[src/rtl/jk_excite_drv.sv]
// jk_excite_drv: drives J/K excitation for a JK register bank, stepping Q toward a latched target
// in direct set/clear, toggle, or increment-until-equal (count) mode.
module jk_excite_drv #(
    parameter int W = 4
) (
    input  logic         clk,
    input  logic         reset,
    input  logic         En,
    input  logic         tgt_valid,
    input  logic [W-1:0] tgt,
    input  logic [1:0]   mode,
    output logic         tgt_ready,
    output logic [W-1:0] J,
    output logic [W-1:0] K,
    output logic [W-1:0] Q,
    output logic         done
);
    typedef enum logic [1:0] {IDLE, DRIVE, FIN} state_t;
    state_t       state_q, state_d;
    logic [W-1:0] q_q, q_d, tgt_q, tgt_d, m;
    logic [1:0]   mode_q, mode_d;
    // Bits up to and including the lowest zero flip on increment: the ripple-carry toggle mask.
    assign m = q_q ^ (q_q + W'(1));
    assign Q = q_q;
    always_comb begin
        state_d   = state_q;
        tgt_d     = tgt_q;
        mode_d    = mode_q;
        J         = '0;
        K         = '0;
        tgt_ready = (state_q == IDLE) && !reset;
        done      = (state_q == FIN);
        case (state_q)
            IDLE: if (tgt_valid && tgt_ready) begin
                tgt_d   = tgt;
                mode_d  = mode;
                state_d = DRIVE;
            end
            DRIVE: if (En) begin
                if (mode_q == 2'b10) begin
                    state_d = (q_q == tgt_q) ? FIN : DRIVE;
                    J       = (q_q == tgt_q) ? '0 : m;
                    K       = (q_q == tgt_q) ? '0 : m;
                end else begin
                    state_d = FIN;
                    J       = (mode_q == 2'b01) ? q_q ^ tgt_q : tgt_q & ~q_q;
                    K       = (mode_q == 2'b01) ? q_q ^ tgt_q : ~tgt_q & q_q;
                end
            end
            FIN:     state_d = IDLE;
            default: state_d = IDLE;
        endcase
        q_d = (J & ~q_q) | (~K & q_q);
    end
    always_ff @(posedge clk or posedge reset) begin
        if (reset) begin
            state_q <= IDLE;
            q_q     <= '0;
            tgt_q   <= '0;
            mode_q  <= 2'b00;
        end else begin
            state_q <= state_d;
            q_q     <= q_d;
            tgt_q   <= tgt_d;
            mode_q  <= mode_d;
        end
    end
endmodule

[config.mk]
export PLATFORM = sky130hd
export DESIGN_NAME = jk_excite_drv
export DESIGN_NICKNAME = d
export VERILOG_FILES = /design/src/rtl/jk_excite_drv.sv
export SDC_FILE = /design/constraint.sdc
export NUM_CORES = 1
export LEC_CHECK = 0
export BUFFER_PORTS_ARGS = -buffer_cell sky130_fd_sc_hd__buf_2
export CAP_MARGIN = 20
export CORE_ASPECT_RATIO = 0.75
export CORE_MARGIN = 1
export CORE_UTILIZATION = 35
export CTS_CLUSTER_DIAMETER = 60
export DETAILED_ROUTE_END_ITERATION = 6
export PLACE_DENSITY = 0.67
export SLEW_MARGIN = 20
export SYNTH_ARGS = -nofsm -noshare
export SYNTH_HDL_FRONTEND = slang
export SYNTH_SLANG_ARGS = --single-unit
[constraint.sdc]
create_clock -name clk -period 1.8 [get_ports clk]
set_clock_uncertainty 0.05 [all_clocks]
set_input_delay 0.18 -clock clk [delete_from_list [all_inputs] [get_ports clk]]
set_output_delay 0.18 -clock clk [all_outputs]
set_load 0.005 [all_outputs]
==> results of run 1 <==
[cells by family after synthesis]
group	count (synthesis)
compound gates	28
simple gates	27
buf+inv	15
flops	12
fa+ha+maj	9
xor+xnor	2
mux	2
[final cells by class]
| class | count | area, um^2 |
|---|---|---|
| multi-input cells | 68 | 608 |
| well taps | 32 | 40.0 |
| flip-flops and latches | 12 | 300 |
| fillers | 193 | 837 |
| clock buffers | 4 | 36.3 |
| inverters | 12 | 45.0 |
| repair buffers | 41 | 253 |
[metal layers]
metal  GRT usage  up-vias  part of all wire
met5           0        -                 0
met4      0.0619        0             0.018
met3      0.0643        4             0.058
met2       0.310       31              0.48
met1       0.250      410              0.45
li1            -      420                 -
[power breakdown]
group | switching, W | total, W | internal (W)
combinational | 0.000880 | 0.00168 | 0.000798
clock | 0.0000995 | 0.000223 | 0.000123
sequential | 0.000155 | 0.000556 | 0.000401
[worst max-delay path by stage]
| stage | start | to | slack (ns) |
|---|---|---|---|
| after floorplan | Q[3] | Q[2] | 0.006 |
| after global placement | Q[0] | Q[2] | 0.001 |
| after detailed placement | Q[0] | Q[2] | -0.05 |
| after CTS | Q[0] | K[0] | -0.23 |
| after global routing | Q[0] | K[0] | -0.27 |
| final | Q[0] | K[0] | -0.20 |
[state kept, by name (all words and copies together), names as in the netlist]
name and count:
state_q 2, Q 4, tgt_q 4, mode_q 2
[synthesized netlist by cell type (all sizes together), types with 2 or more instances]
library cell / instances
a21oi: 2
nor3: 5
clkbuf: 2
nand2: 6
ha: 9
nor2: 7
inv: 12
nand2b: 3
o211ai: 2
a211oi: 3
o21ai: 11
dfrtp: 12
[worst reg2reg max path, cell delays in order, from the launching register on]
cell and delay [ns]:
dfrtp_1 0.42, inv_2 0.09, ha_4 0.20, and4_4 0.20
a21o_4 0.25, or4_4 0.49, o21ai_1 0.09
[metrics by stage]
step / TNS (ns) / worst slack, ns
finish: -1.22 / -0.198
CTS: -1.48 / -0.228
floorplan: 0 / 0.00554
global placement: 0 / 0.00105
detailed placement: -0.0980 / -0.0508
global route: -1.97 / -0.272
[timing repair]
item | CTS | global route
resized for setup | 10 | 12
buffers inserted | 6 | 3
setup endpoints to repair | 10 | 10
pin swaps | 7 | 5
endpoints found under the hold margin | 12 | 0
hold buffers | 1 | 0
cloned | 0 | 0
==> impl_metrics.tcl, run 1 <==
set metrics [dict create \
    cts.sinks 12 \
    avgSynthCellArea_um2 8.77 \
    r2r_cells 6 \
    fmax_mhz 501 \
    fin_cells 169 \
    synth_cell_type_count 33 \
    synth.area.top_cells "dfrtp_1 (36%), ha_1 (14%), o21ai_0 (6.6%), inv_1 (5.4%), nor2_1 (3.2%)" \
    critPathMaxFanout 7 \
    drv_cap 0 \
    drcViolationCount 0 \
    cp_top_family "compound AO/OA/AOI/OAI gates" \
    synth_seq_area_share 0.360 \
    path_class "reg -> out" \
    placed_cells 159 \
    fin_crit_sh 1.11 \
    grtUsageTotal 0.194 \
    via_per_inst 5.12 \
    slowest_delay_ns 0.42 \
    worstPathArrival_ns 1.77 \
    num_vias 865 \
    synth_top_area_frac 0.360 \
    power_w 0.00246 \
    ant_nets 0 \
    grt_pass1_wl_um 3650 \
    start_util 0.393 \
    rows 14 \
    first_iter_violations 19 \
    slew_violations 0 \
    synth_xor_area_frac 0.0210 \
    cts_buffer_depth 2 \
    ys_warn_count 0 \
    htree_levels 1 \
    boundaryPins 24 \
    die_area_mm2 0.00258 \
    cts_buffers 3 \
    synth-seq-cells 12 \
    gr-total-overflow 0 \
    grt_pass1_vias 806 \
    wl_per_cell_um 14.3 \
    p_leak_nw 0.620 \
    netlist.top_cell.by_area "dfrtp_1" \
    crit_chain "inv_2 -> ha_4 -> and4_4 -> a21o_4 -> a211oi_4 -> buf_2" \
    cp_num_buf_inv 2 \
    dpl-instance-area_mm2 0.00109 \
    port_buffers 23 \
    die_h_um 44.3 \
    final_area_mm2 0.00128 \
    clkTransAtPathRegs_ns 0.09 \
    hpwlAfterDp_um 1690 \
    synth_edf_count 0 \
    die_w_um 58.3 \
    tightestPinTransition_ns 0.498 \
    holdPathEnd "tgt_q[2]" \
    r2r-start "Q[0]" \
    synthSimpleGateAreaFrac 0.161 \
    post-route-util 0.605 \
    rrSetupSlack_ns -0.05 \
    cp.required_ns 1.57 \
    crit_path_start_kind "register" \
    gp_congestion 0.892 \
    synth_top_family_by_area "compound AO/OA/AOI/OAI gates" \
    violations "setup timing" \
    outcome "complete, but fails checks" \
    setup_viol_count_final 9 \
    syn_nets 114 \
    totalWireLength_um 2410 \
    hold_viol_final 0 \
    drive_gt1_frac 0.482 \
    cts_tree "yes" \
    yosys.area_share.adder 0.135 \
    peakVddDrop_v 0.000817 \
    r2r_end "Q[2]" \
    synthFlopType "dfrtp_1" \
    end_kind "output pin" \
    synth-async-reset-ratio 1.00 \
    area_growth_pct 53.9 \
    root_buffer "clkbuf_4" \
    grt_setup_unrepaired "yes" \
    hold_depth 3 \
    diodes 0 \
    first_pass_iters 5 \
    synth_area_um2 833 \
    most-common-layout-cells "buf_2 (23), buf_4 (17), dfrtp_1 (12)" \
    cp.depth 6 \
    post-route-min-period_ns 2.00 \
    synth_mux_area_frac 0.0255 \
    powerDensity_mw_per_mm2 1920 \
    synthCells 95 \
    final_common_cell "buf_2" \
    worst_hold_slack_ns 0.0471 \
    synth_compound_area_frac 0.228 \
    grt_antenna_before_repair 0 \
    finish.net_count 157 \
    hp-start "tgt[2]" \
    clk_latency_ns 0.28 \
    max_slew_margin 0.668 \
    grt_max_degree 13 \
    hold_class "in -> reg" \
    critPathSlowestCell "dfrtp_1" \
    core_mm2 0.00212 \
    postLayoutSetupSlackWorst_ns -0.198 \
]
Note: power is estimated with default switching activity, not from simulation.
==> inputs of run 2 (changes only) <==
--- a/config.mk
+++ b/config.mk
@@ -13,6 +13,7 @@
 export CTS_CLUSTER_DIAMETER = 60
 export DETAILED_ROUTE_END_ITERATION = 6
 export PLACE_DENSITY = 0.67
+export REMOVE_ABC_BUFFERS = 1
 export SLEW_MARGIN = 20
 export SYNTH_ARGS = -nofsm -noshare
 export SYNTH_HDL_FRONTEND = slang
==> impl_metrics.tcl, run 2 (synthesized netlist as in run 1, its figures left out) <==
set metrics [dict create \
    crit_path_start_kind "register" \
    grt_pass1_vias 781 \
    max_slew_margin 0.672 \
    num_vias 831 \
    grt_pass1_wl_um 3660 \
    p_switching_w 0.00113 \
    gr-total-overflow 0 \
    most-common-layout-cells "buf_2 (23), buf_4 (14), dfrtp_1 (11)" \
    die_w_um 58.3 \
    slew_violations 0 \
    grt_antenna_before_repair 0 \
    r2r_end "Q[2]" \
    cp-endpoint "K[0]" \
    finalSetupTns_ns -1.26 \
    clkTransAtPathRegs_ns 0.08 \
    hold_viol_final 0 \
    grt_max_degree 13 \
    die_h_um 44.3 \
    ant_nets 0 \
    setup_viol_count_final 9 \
    cts_buffer_depth 2 \
    finish.net_count 156 \
    critPathMaxFanout 7 \
    port_buffers 23 \
    cts.sinks 12 \
    cts_tree "yes" \
    power_w 0.00251 \
    placed_cells 161 \
    start_util 0.393 \
    first_pass_iters 4 \
    final_common_cell "buf_2" \
    n_fill_cell 181 \
    hold_class "in -> reg" \
    powerDensity_mw_per_mm2 1950 \
    gp_congestion 0.854 \
    tightestPinTransition_ns 0.492 \
    outcome "complete, but fails checks" \
    worstPathArrival_ns 1.78 \
    root_buffer "clkbuf_4" \
    drv_cap 0 \
    grt_setup_unrepaired "yes" \
    diodes 0 \
    drcViolationCount 0 \
    startpoint "tgt_q[2]" \
    first_iter_violations 14 \
    postLayoutSetupSlackWorst_ns -0.205 \
    boundaryPins 24 \
    drive_gt1_frac 0.471 \
    totalWireLength_um 2260 \
    hpwlAfterDp_um 1680 \
    core_mm2 0.00212 \
    grtUsageTotal 0.196 \
    post-route-min-period_ns 2.01 \
    fin_crit_sh 1.11 \
    pwr-share-comb 0.690 \
    dpl_worst_slack_ns -0.0943 \
    r2r_cells 5 \
    rrSetupSlack_ns -0.07 \
    rows 14 \
    fin_cells 168 \
    p_leak_nw 0.618 \
    power_frac_seq 0.223 \
    r2r-start "tgt_q[2]" \
    switching_share 0.452 \
    via_per_inst 4.95 \
    die_area_mm2 0.00258 \
    end_kind "output pin" \
    fmax_mhz 499 \
    area_growth_pct 54.2 \
    clk_latency_ns 0.28 \
    post-route-util 0.606 \
    wl_per_cell_um 13.5 \
    violations "setup timing" \
    clock_power_share 0.087 \
    peakVddDrop_v 0.00105 \
    cts_buffers 3 \
    internal_power_w 0.00137 \
    cp.required_ns 1.57 \
    path_class "reg -> out" \
    htree_levels 1 \
]
==> run 2: cell count changes in the layout (fill, tap and decap cells not counted), moves of 2 or more <==
cell / before / now
buf_4: 17 / 14
nor3_2: 2 / 0
nor3_4: 0 / 2
buf_6: 0 / 2
o21ai_0: 8 / 10
==> run 2: worst min-delay path by stage <==
stage                 from         end  cells past startpoint
CTS                 tgt[0]    tgt_q[0]                      3
detailed placement   reset  state_q[1]                      2
global placement     reset   mode_q[0]                      2
finish              tgt[0]    tgt_q[0]                      3
global route        tgt[2]    tgt_q[2]                      3
floorplan            reset        Q[0]                      1
==> run 2: repair_timing <==
action	CTS	global route
hold buffers	1	0
endpoints found under the setup margin	9	9
buffers inserted	2	0
pin swaps	13	4
endpoints found under the hold margin	12	0
gates resized for setup	22	6
==> run 2: metal layers <==
layer  vias up  global-route usage  wire length [um]
li1        416                   -                 -
met1       391               0.249              1090
met2        22               0.326              1050
met3         2              0.0673               109
met4         0              0.0429                17
met5         -                   0                 0
==> run 2: stage by stage <==
stage               hold slack [ns]  area [um^2]
floorplan                  -0.00530          821
CTS                          0.0482         1260
global placement              0.186         1080
global route                 0.0471         1280
detailed placement            0.193         1080
finish                       0.0514         1280
==> run 2: area by class of cell <==
class                      instances  area (um^2)  area share
clock buffer                       4         36.3      0.0282
multi-input combinational         68          609       0.474
timing repair buffer              40          253       0.197
inverter                          12         45.0      0.0351
tap                               32         40.0      0.0312
sequential                        12          302       0.235
==> run 2: critical path, stage by stage (launching register included) <==
cell,delay (ns)
dfrtp_1,0.41
ha_1,0.32
and4_4,0.17
a21o_4,0.25
a211oi_4,0.18
buf_2,0.16
==> run 2: power by group through the flow <==
stage                     registers [W]  clock network [W]  logic [W]
after floorplan                0.000551                  0   0.000689
after global placement         0.000512                  0    0.00122
after detailed placement       0.000523                  0    0.00127
after CTS                      0.000547           0.000227    0.00161
after global routing           0.000577           0.000241    0.00193
final                          0.000559           0.000217    0.00173
==> inputs of run 3 (changes only) <==
--- a/config.mk
+++ b/config.mk
@@ -5,14 +5,17 @@
 export SDC_FILE = /design/constraint.sdc
 export NUM_CORES = 1
 export LEC_CHECK = 0
-export BUFFER_PORTS_ARGS = -buffer_cell sky130_fd_sc_hd__buf_2
 export CAP_MARGIN = 20
+export CELL_PAD_IN_SITES_DETAIL_PLACEMENT = 1
+export CELL_PAD_IN_SITES_GLOBAL_PLACEMENT = 1
 export CORE_ASPECT_RATIO = 0.75
 export CORE_MARGIN = 1
 export CORE_UTILIZATION = 35
+export CTS_BUF_LIST = sky130_fd_sc_hd__clkbuf_8
 export CTS_CLUSTER_DIAMETER = 60
 export DETAILED_ROUTE_END_ITERATION = 6
-export PLACE_DENSITY = 0.67
+export DONT_BUFFER_PORTS = 1
+export PLACE_DENSITY = 0.72
 export REMOVE_ABC_BUFFERS = 1
 export SLEW_MARGIN = 20
 export SYNTH_ARGS = -nofsm -noshare
==> impl_metrics.tcl, run 3 (synthesized netlist as in run 1, its figures left out) <==
set metrics [dict create \
    outcome "complete, but fails checks" \
    violations "setup timing" \
    clk_latency_ns 0.25 \
    gr-total-overflow 0 \
    grtUsageTotal 0.225 \
    clkTransAtPathRegs_ns 0.06 \
    setup_viol_count_final 10 \
    boundaryPins 24 \
    critPathMaxFanout 3 \
    dpl-instance-area_mm2 0.00100 \
    grt_setup_unrepaired "yes" \
    ant_nets 0 \
    cts_buffer_depth 2 \
    worstPathArrival_ns 1.80 \
    grt_pass1_wl_um 4250 \
    core_mm2 0.00212 \
    wl_per_cell_um 17.9 \
    tightestPinTransition_ns 0.510 \
    gp_congestion 0.880 \
    final_area_mm2 0.00127 \
    max_slew_margin 0.660 \
    hold_class "in -> reg" \
    use_met2 0.400 \
    die_w_um 58.3 \
    cts_buffers 3 \
    fmax_mhz 493 \
    grt_max_degree 13 \
    crit_path_start_kind "register" \
    port_buffers 0 \
    power_w 0.00276 \
    first_pass_iters 4 \
    diodes 0 \
    die_area_mm2 0.00258 \
    grt_pass1_vias 894 \
    cts_tree "yes" \
    peakVddDrop_v 0.000910 \
    rows 14 \
    post-route-min-period_ns 2.03 \
    hold_viol_final 0 \
    p_leak_nw 0.574 \
    grt_use_met1 0.280 \
    most-common-layout-cells "buf_4 (25), dfrtp_1 (12), inv_1 (9)" \
    fin_crit_sh 1.13 \
    htree_levels 1 \
    final_common_cell "buf_4" \
    drive_gt1_frac 0.411 \
    num_vias 813 \
    root_buffer "clkbuf_8" \
    busiest_layer "met2" \
    cts.sinks 12 \
    die_h_um 44.3 \
    drcViolationCount 0 \
    grt.met3_usage 0.0673 \
    start_util 0.393 \
    finalSetupTns_ns -1.32 \
    powerDensity_mw_per_mm2 2170 \
    hpwlAfterDp_um 1830 \
    path_class "reg -> out" \
    cp.required_ns 1.57 \
    finish.net_count 144 \
    area_growth_pct 52.6 \
    first_iter_violations 20 \
    totalWireLength_um 2790 \
    slew_violations 0 \
    post-route-util 0.600 \
    drv_cap 0 \
    via_per_inst 5.21 \
    grt_antenna_before_repair 0 \
    end_kind "output pin" \
    postLayoutSetupSlackWorst_ns -0.227 \
]
==> run 3: cell count changes in the layout (fill, tap and decap cells not counted), moves of 3 or more <==
cell	change
clkbuf_8	+3
clkbuf_4	-3
buf_2	-23
o21ai_0	-3
buf_4	+11
o21ai_1	+3
==> run 3: area by class of cell <==
cell class              count  area, um^2
inverters                  12        45.0
clock buffers               4        55.1
multi-input cells          68         611
fillers                   239         848
well taps                  32        40.0
flip-flops and latches     12         300
repair buffers             28         220
==> run 3: worst paths after layout <==
path                             from         end  slack [ns]  depth (start not counted)
hold reg to reg            state_q[0]  state_q[0]        0.53                          1
hold / removal                 tgt[0]    tgt_q[0]       0.002                          2
setup / recovery                 Q[0]        K[1]       -0.23                          5
max in group asynchronous       reset        Q[0]        1.00                          2
min in group asynchronous       reset    tgt_q[3]        0.36                          2
setup reg to reg                 Q[1]        Q[2]       -0.09                          6
==> run 3: per-layer routing <==
| layer | vias up | part of all wire |
|---|---|---|
| met2 | 15 | 0.48 |
| met1 | 400 | 0.47 |
| li1 | 391 | - |
| met4 | 0 | 0.018 |
| met5 | - | 0 |
| met3 | 7 | 0.031 |
==> run 3: stage by stage <==
step                      setup WS (ns)  hold WS (ns)  instances
after global routing             -0.261        0.0210        156
after global placement          -0.0172        0.0630        143
after detailed placement         -0.118        0.0708        143
after floorplan                 -0.0722      -0.00530         92
final                            -0.227       0.00190        156
after CTS                        -0.171      0.000604        153
==> run 3: worst max-delay path, cell delays in order, from the launching register on <==
cell and delay, ns:
dfrtp_1 0.40, ha_1 0.32, xnor2_1 0.15, a211o_1 0.31
a21oi_1 0.20, buf_4 0.15
==> run 3: what timing repair did <==
action                     in CTS  in global routing
resized for setup              13                 15
hold endpoints to repair       12                  0
hold buffers                    1                  0
setup buffers                   5                  3
setup endpoints to repair      12                 11
pin swaps                       3                  6
==> run 3: where the power goes <==
group / leakage (nW) / internal (W) / total (W) / switching [W]
clock: 0.0288 / 0.000194 / 0.000311 / 0.000117
combinational: 0.397 / 0.000909 / 0.00190 / 0.000989
sequential: 0.148 / 0.000402 / 0.000554 / 0.000152
